===== src/rtl/lcd_nibble_tx_if.sv =====
// Request/response and LCD pin bundle for the 4-bit HD44780-style nibble transmitter.
// The master drives transfer requests; the slave (the transmitter) drives status and pins.
interface lcd_nibble_tx_if;
  logic       start;
  logic [7:0] data;
  logic       rs;
  logic       nibble_only;
  logic       ready;
  logic       done;
  logic [3:0] lcd_db;
  logic       lcd_e;
  logic       lcd_rs;
  logic       lcd_rw;

  modport master (
    output start, data, rs, nibble_only,
    input  ready, done, lcd_db, lcd_e, lcd_rs, lcd_rw
  );

  modport slave (
    input  start, data, rs, nibble_only,
    output ready, done, lcd_db, lcd_e, lcd_rs, lcd_rw
  );
endinterface


===== src/rtl/lcd_nibble_tx.sv =====
// Sends one byte (or a single high nibble) to a character LCD over its 4-bit bus,
// sequencing setup/pulse/hold/gap/settle phases from a single shared cycle counter.
module lcd_nibble_tx #(
  parameter int unsigned SETUP_CYC   = 2,
  parameter int unsigned PULSE_CYC   = 12,
  parameter int unsigned HOLD_CYC    = 1,
  parameter int unsigned NIB_GAP_CYC = 50,
  parameter int unsigned SETTLE_CYC  = 2000,
  parameter int unsigned LONG_CYC    = 82000
) (
  input  logic           clk,
  input  logic           reset,
  lcd_nibble_tx_if.slave tx_if
);

  localparam int LONG_W   = $clog2(LONG_CYC + 1);
  localparam int SETTLE_W = $clog2(SETTLE_CYC + 1);
  localparam int MAX_W    = (LONG_W > SETTLE_W) ? LONG_W : SETTLE_W;
  localparam int CNT_W    = (MAX_W > 17) ? MAX_W : 17;

  typedef enum logic [3:0] {
    IDLE,
    HI_SETUP,
    HI_PULSE,
    HI_HOLD,
    NIB_GAP,
    LO_SETUP,
    LO_PULSE,
    LO_HOLD,
    SETTLE
  } state_e;

  state_e           state_q, state_d;
  logic [CNT_W-1:0] cnt_q, cnt_d;
  logic [CNT_W-1:0] limit;
  logic [3:0]       loNib_q;
  logic             rs_q;
  logic             nibbleOnly_q;
  logic             long_q;
  logic [3:0]       db_q, db_d;
  logic             e_q, e_d;
  logic             accept;
  logic             lastCyc;

  assign accept = (state_q == IDLE) && tx_if.start;

  always_comb begin
    limit = '0;
    case (state_q)
      HI_SETUP, LO_SETUP: limit = CNT_W'(SETUP_CYC - 1);
      HI_PULSE, LO_PULSE: limit = CNT_W'(PULSE_CYC - 1);
      HI_HOLD,  LO_HOLD:  limit = CNT_W'(HOLD_CYC - 1);
      NIB_GAP:            limit = CNT_W'(NIB_GAP_CYC - 1);
      SETTLE:             limit = long_q ? CNT_W'(LONG_CYC - 1) : CNT_W'(SETTLE_CYC - 1);
      default:            limit = '0;
    endcase
  end

  assign lastCyc = (cnt_q == limit);

  always_comb begin
    state_d = state_q;
    case (state_q)
      IDLE:     if (tx_if.start) state_d = HI_SETUP;
      HI_SETUP: if (lastCyc) state_d = HI_PULSE;
      HI_PULSE: if (lastCyc) state_d = HI_HOLD;
      HI_HOLD:  if (lastCyc) state_d = nibbleOnly_q ? SETTLE : NIB_GAP;
      NIB_GAP:  if (lastCyc) state_d = LO_SETUP;
      LO_SETUP: if (lastCyc) state_d = LO_PULSE;
      LO_PULSE: if (lastCyc) state_d = LO_HOLD;
      LO_HOLD:  if (lastCyc) state_d = SETTLE;
      SETTLE:   if (lastCyc) state_d = IDLE;
      default:  state_d = IDLE;
    endcase
  end

  // Counter restarts on every state change; E is registered from the next state so it
  // rises and falls exactly on pulse-state boundaries without combinational glitches.
  always_comb begin
    cnt_d = cnt_q + CNT_W'(1);
    if ((state_d != state_q) || (state_q == IDLE)) cnt_d = '0;
    e_d  = (state_d == HI_PULSE) || (state_d == LO_PULSE);
    db_d = db_q;
    if (accept) begin
      db_d = tx_if.data[7:4];
    end else if ((state_q == NIB_GAP) && (state_d == LO_SETUP)) begin
      db_d = loNib_q;
    end
  end

  always_ff @(posedge clk or posedge reset) begin
    if (reset) begin
      state_q      <= IDLE;
      cnt_q        <= '0;
      loNib_q      <= '0;
      rs_q         <= 1'b0;
      nibbleOnly_q <= 1'b0;
      long_q       <= 1'b0;
      db_q         <= '0;
      e_q          <= 1'b0;
    end else begin
      state_q <= state_d;
      cnt_q   <= cnt_d;
      db_q    <= db_d;
      e_q     <= e_d;
      if (accept) begin
        loNib_q      <= tx_if.data[3:0];
        rs_q         <= tx_if.rs;
        nibbleOnly_q <= tx_if.nibble_only;
        long_q       <= !tx_if.rs && !tx_if.nibble_only &&
                        (tx_if.data inside {8'h01, 8'h02, 8'h03});
      end
    end
  end

  assign tx_if.ready  = (state_q == IDLE);
  assign tx_if.done   = (state_q == SETTLE) && lastCyc;
  assign tx_if.lcd_db = db_q;
  assign tx_if.lcd_e  = e_q;
  assign tx_if.lcd_rs = rs_q;
  assign tx_if.lcd_rw = 1'b0;

endmodule


===== src/flat_wrapper.sv =====
// flat-port wrapper written by rule: the top's interface ports become plain ports
module lcd_nibble_tx_flat 
#(
  parameter int unsigned SETUP_CYC   = 2,
  parameter int unsigned PULSE_CYC   = 12,
  parameter int unsigned HOLD_CYC    = 1,
  parameter int unsigned NIB_GAP_CYC = 50,
  parameter int unsigned SETTLE_CYC  = 2000,
  parameter int unsigned LONG_CYC    = 82000
)
  (clk, reset, tx_if_start, tx_if_data, tx_if_rs, tx_if_nibble_only, tx_if_ready, tx_if_done, tx_if_lcd_db, tx_if_lcd_e, tx_if_lcd_rs, tx_if_lcd_rw);
  lcd_nibble_tx_if tx_if_i ();
  input  logic clk;
  input  logic reset;
  input wire logic [$bits(tx_if_i.start)-1:0] tx_if_start;
  input wire logic [$bits(tx_if_i.data)-1:0] tx_if_data;
  input wire logic [$bits(tx_if_i.rs)-1:0] tx_if_rs;
  input wire logic [$bits(tx_if_i.nibble_only)-1:0] tx_if_nibble_only;
  output wire logic [$bits(tx_if_i.ready)-1:0] tx_if_ready;
  output wire logic [$bits(tx_if_i.done)-1:0] tx_if_done;
  output wire logic [$bits(tx_if_i.lcd_db)-1:0] tx_if_lcd_db;
  output wire logic [$bits(tx_if_i.lcd_e)-1:0] tx_if_lcd_e;
  output wire logic [$bits(tx_if_i.lcd_rs)-1:0] tx_if_lcd_rs;
  output wire logic [$bits(tx_if_i.lcd_rw)-1:0] tx_if_lcd_rw;
  assign tx_if_i.start = tx_if_start;
  assign tx_if_i.data = tx_if_data;
  assign tx_if_i.rs = tx_if_rs;
  assign tx_if_i.nibble_only = tx_if_nibble_only;
  assign tx_if_ready = tx_if_i.ready;
  assign tx_if_done = tx_if_i.done;
  assign tx_if_lcd_db = tx_if_i.lcd_db;
  assign tx_if_lcd_e = tx_if_i.lcd_e;
  assign tx_if_lcd_rs = tx_if_i.lcd_rs;
  assign tx_if_lcd_rw = tx_if_i.lcd_rw;
  lcd_nibble_tx #(.SETUP_CYC(SETUP_CYC), .PULSE_CYC(PULSE_CYC), .HOLD_CYC(HOLD_CYC), .NIB_GAP_CYC(NIB_GAP_CYC), .SETTLE_CYC(SETTLE_CYC), .LONG_CYC(LONG_CYC)) u_core (.clk(clk), .reset(reset), .tx_if(tx_if_i));
endmodule

===== config.mk =====
export PLATFORM = sky130hd
export DESIGN_NAME = lcd_nibble_tx_flat
export DESIGN_NICKNAME = d
export VERILOG_FILES = /design/src/rtl/lcd_nibble_tx_if.sv /design/src/rtl/lcd_nibble_tx.sv /design/src/flat_wrapper.sv
export SDC_FILE = /design/constraint.sdc
export NUM_CORES = 1
export LEC_CHECK = 0
export ABC_CLOCK_PERIOD_IN_PS = 3100
export CAP_MARGIN = 20
export CORE_ASPECT_RATIO = 1.4
export CORE_MARGIN = 5
export CORE_UTILIZATION = 40
export DETAILED_ROUTE_END_ITERATION = 6
export GPL_ROUTABILITY_DRIVEN = 0
export GPL_TIMING_DRIVEN = 0
export MAX_ROUTING_LAYER = met4
export PLACE_DENSITY = 0.66
export SYNTH_ARGS = -nofsm -noshare
export SYNTH_HDL_FRONTEND = slang
export SYNTH_SLANG_ARGS = --single-unit

===== constraint.sdc =====
create_clock -name clk -period 3.1 [get_ports clk]
set_input_delay 0.775 -clock clk [delete_from_list [all_inputs] [get_ports clk]]
set_output_delay 0.775 -clock clk [all_outputs]
set_load 0.01 [all_outputs]

==> results.md <==
- Starting density of the core: 41.1%
- Max FO, Critical Path: 10
- Boundary Pins: 22
- Initial antenna violation count: 0
- Core region area: 4840 sq um
- Final Hold Viols: 0
- Pwr per Cell Area: 314 nW/um^2
- WP data required: 2.32 ns
- Setup crit start kind: flop
- Number of distinct library cells after synthesis: 53
- Synth Flop Type: dfrtp_1
- Via Count: 1563
- DRT iter0 DRCs: 62
- Ant diodes: 0
- Clk buf depth: 2
- Cell taking the most area after synthesis: dfrtp_1
- Initial DRT Pass Iterations: 4
- Nature of the critical path endpoint: output port
- DP HPWL: 3060 microns
- Mean Syn Cell Area: 10.1 sq um
- Post-Syn Area: 1990 sq um
- Setup TNS: 0 ns
- Internal: 608 uW
- Clock sink total: 33
- RSZ-0062 raised after global routing: true
- Residual DRC: 0
- PortBufs: 20
- Largest net degree at the start of global routing: 21
- Global-route wire length before repair: 7360 microns
- Setup CP Type: reg2out
- Nets@finish: 244
- Number of global-route vias before repair: 1576
- Die X-Extent: 69.6 microns
- Slew Limit Fails: 0
- Relative slew slack: 59.9%
- Fraction of layout cells with a size suffix above 1: 21.2%
- CTS buffer count: 5
- Cell Count, Final, Fillers Out: 295
- Clock Skew: 0.00855 ns
- Post-synthesis register bit count: 33
- Worst hold slack: 0.505 ns
- WP data arrival: 2.23 ns
- H-tree depth: 2
- Mapped Cells: 198
- Area after DPL: 2300 sq um
- Final Cell Area: 2450 sq um
- Clk pwr share: 40.0%
- Post-synthesis sequential area ratio: 41.5%
- # hold bufs at CTS: 0
- Largest cells by area after synthesis: dfrtp_1 (41%), nor2_1 (5.8%), mux2_2 (4.0%), xnor2_1 (4.0%), xor2_1 (3.5%)
- WL per Instance: 14.1 microns
- Worst-path clk slew: 0.07 ns
- Peak supply drop: 0.198 mV
- Post-synth ARST share: 100%
- Pleak: 0.971 nW
- Status: complete, no violations
- Worst hold path type: reg2reg
- EDFF count, synth: 0
- Hold Crit Depth: 1
- Post-layout minimum cycle time: 3.01 ns
- Area growth syn-to-layout: 23.2%
- YS warnings: 0
- Clk_lat worst skew: 0.28 ns
- Maxcap violations: 0
- Inst Count DP: 283
- Final WL: 4150 microns
- Tcrit/Tclk final: 96.9%
- Seq pwr share: 55.9%
- GRT Overall Usage: 14.3%
- Sw Share: 21.1%
- Clock Root Buffer: clkbuf_8
- Worst-margin pin slew: 0.601 ns
- Setup WS pre-CTS: -0.301 ns
- FP Rows: 30
- Syn nets: 212
- Vias/cell: 5.30
- Reg2reg path depth: 6
- # setup viols final: 0
- Max Clk Rate: 333 MHz
- Psw: 162 uW
- Logic gate share of total power: 4.2%
- Die area: 6510 sq um
- Final ANT Viol Nets: 0
- Final Util: 50.7%
- Yosys top cell area share: 41.5%
- R2R Setup Slk: 0.70 ns
- Die Span Y: 93.5 microns
- Design Power: 770 uW
- Total gr overflow: 0
- CTS tree: built
- Worst setup margin: 0.0949 ns
-- Yosys cell counts (all sizes together), types with 2 or more instances --
library cell / n
a21oi: 6
and3: 2
and4: 2
buf: 7
clkbuf: 5
dfrtp: 33
inv: 4
mux2: 7
mux2i: 3
nand2: 14
nand3: 4
nand4: 8
nor2: 31
nor3: 7
nor4: 5
o211ai: 3
o41a: 4
o41ai: 4
or2: 4
or3b: 2
or4: 3
or4b: 2
xnor2: 9
xor2: 9
-- power by group through the flow --
stage	combinational, mW	clock (mW)	sequential, mW
after detailed placement	0.0330	0	0.439
after global placement	0.0286	0	0.439
final	0.0320	0.308	0.431
after floorplan	0.00845	0	0.439
after global routing	0.0355	0.330	0.430
after CTS	0.0331	0.317	0.431
-- critical path: stages, from the launching register on --
cell and delay, ns:
dfrtp_1 0.38, buf_6 0.14, or4b_4 0.59, o211ai_4 0.13, xor2_2 0.11, buf_4 0.18
nor4_2 0.24, buf_2 0.18
-- worst paths after layout --
check | from | end
setup / recovery | u_core.state_q[2] | tx_if_done
hold / removal | u_core.loNib_q[0] | u_core.loNib_q[0]
setup reg to reg | u_core.cnt_q[11] | u_core.cnt_q[14]
hold reg to reg | u_core.loNib_q[0] | u_core.loNib_q[0]
max in group asynchronous | reset | u_core.cnt_q[12]
min in group asynchronous | reset | u_core.tx_if.lcd_db[1]
-- cell families (layout without fill, tap and decap cells) --
logic type                 after synthesis  in the layout  synth area share (%)
AOI/OAI and AO/OA                       29             29                  14.4
muxes                                   10             10                  5.47
DFF                                     33             33                  41.5
xor gates and xnor gates                18             18                  8.29
adders and majority gates                1              1                 0.628
buffers and inverters                   16             49                  4.59
and+or+nand+nor                         90             90                  24.9
other                                    1              1                 0.188
-- sequential cells by signal (all words and copies together) (netlist names) --
signal,count
u_core.cnt_q,17
u_core.loNib_q,4
u_core.long_q,1
u_core.state_q,4
u_core.tx_if.lcd_db,4
u_core.tx_if.lcd_e,1
u_core.tx_if.lcd_rs,1
u_core.nibbleOnly_q,1
-- cell usage in the layout, fill, tap and decap left out, types with 5 or more instances in the layout --
master           instances
buf_4                    8
dfrtp_1                 33
xor2_1                   8
clkdlybuf4s50_1         19
a21oi_1                  6
nand4_1                  8
clkbuf_1                 8
mux2_2                   7
nor2_1                  31
nor3_1                   6
nand2_1                 14
clkbuf_8                 5
xnor2_1                  9
-- cell type report --
| cell class | instances | area, sq um |
|---|---|---|
| inverter | 4 | 15.0 |
| timing repair buffer | 25 | 253 |
| buffer | 12 | 76.3 |
| tap | 64 | 80.1 |
| fill | 450 | 2390 |
| sequential | 33 | 826 |
| multi-input combinational | 149 | 1120 |
| clock buffer | 8 | 80.1 |
-- metal layers --
layer,routed length (microns),GRT usage [%],vias up
met1,1840,16.7,742
met4,108,7.03,0
met5,0,-,-
met3,85,2.04,9
met2,2110,24.3,18
li1,-,-,794
-- repair_timing --
action	in CTS	in global routing
endpoints found under the setup margin	1	1
buffers inserted	4	0
pin swaps	2	0
resized for setup	9	3
Power figures use the tool's default switching activity.
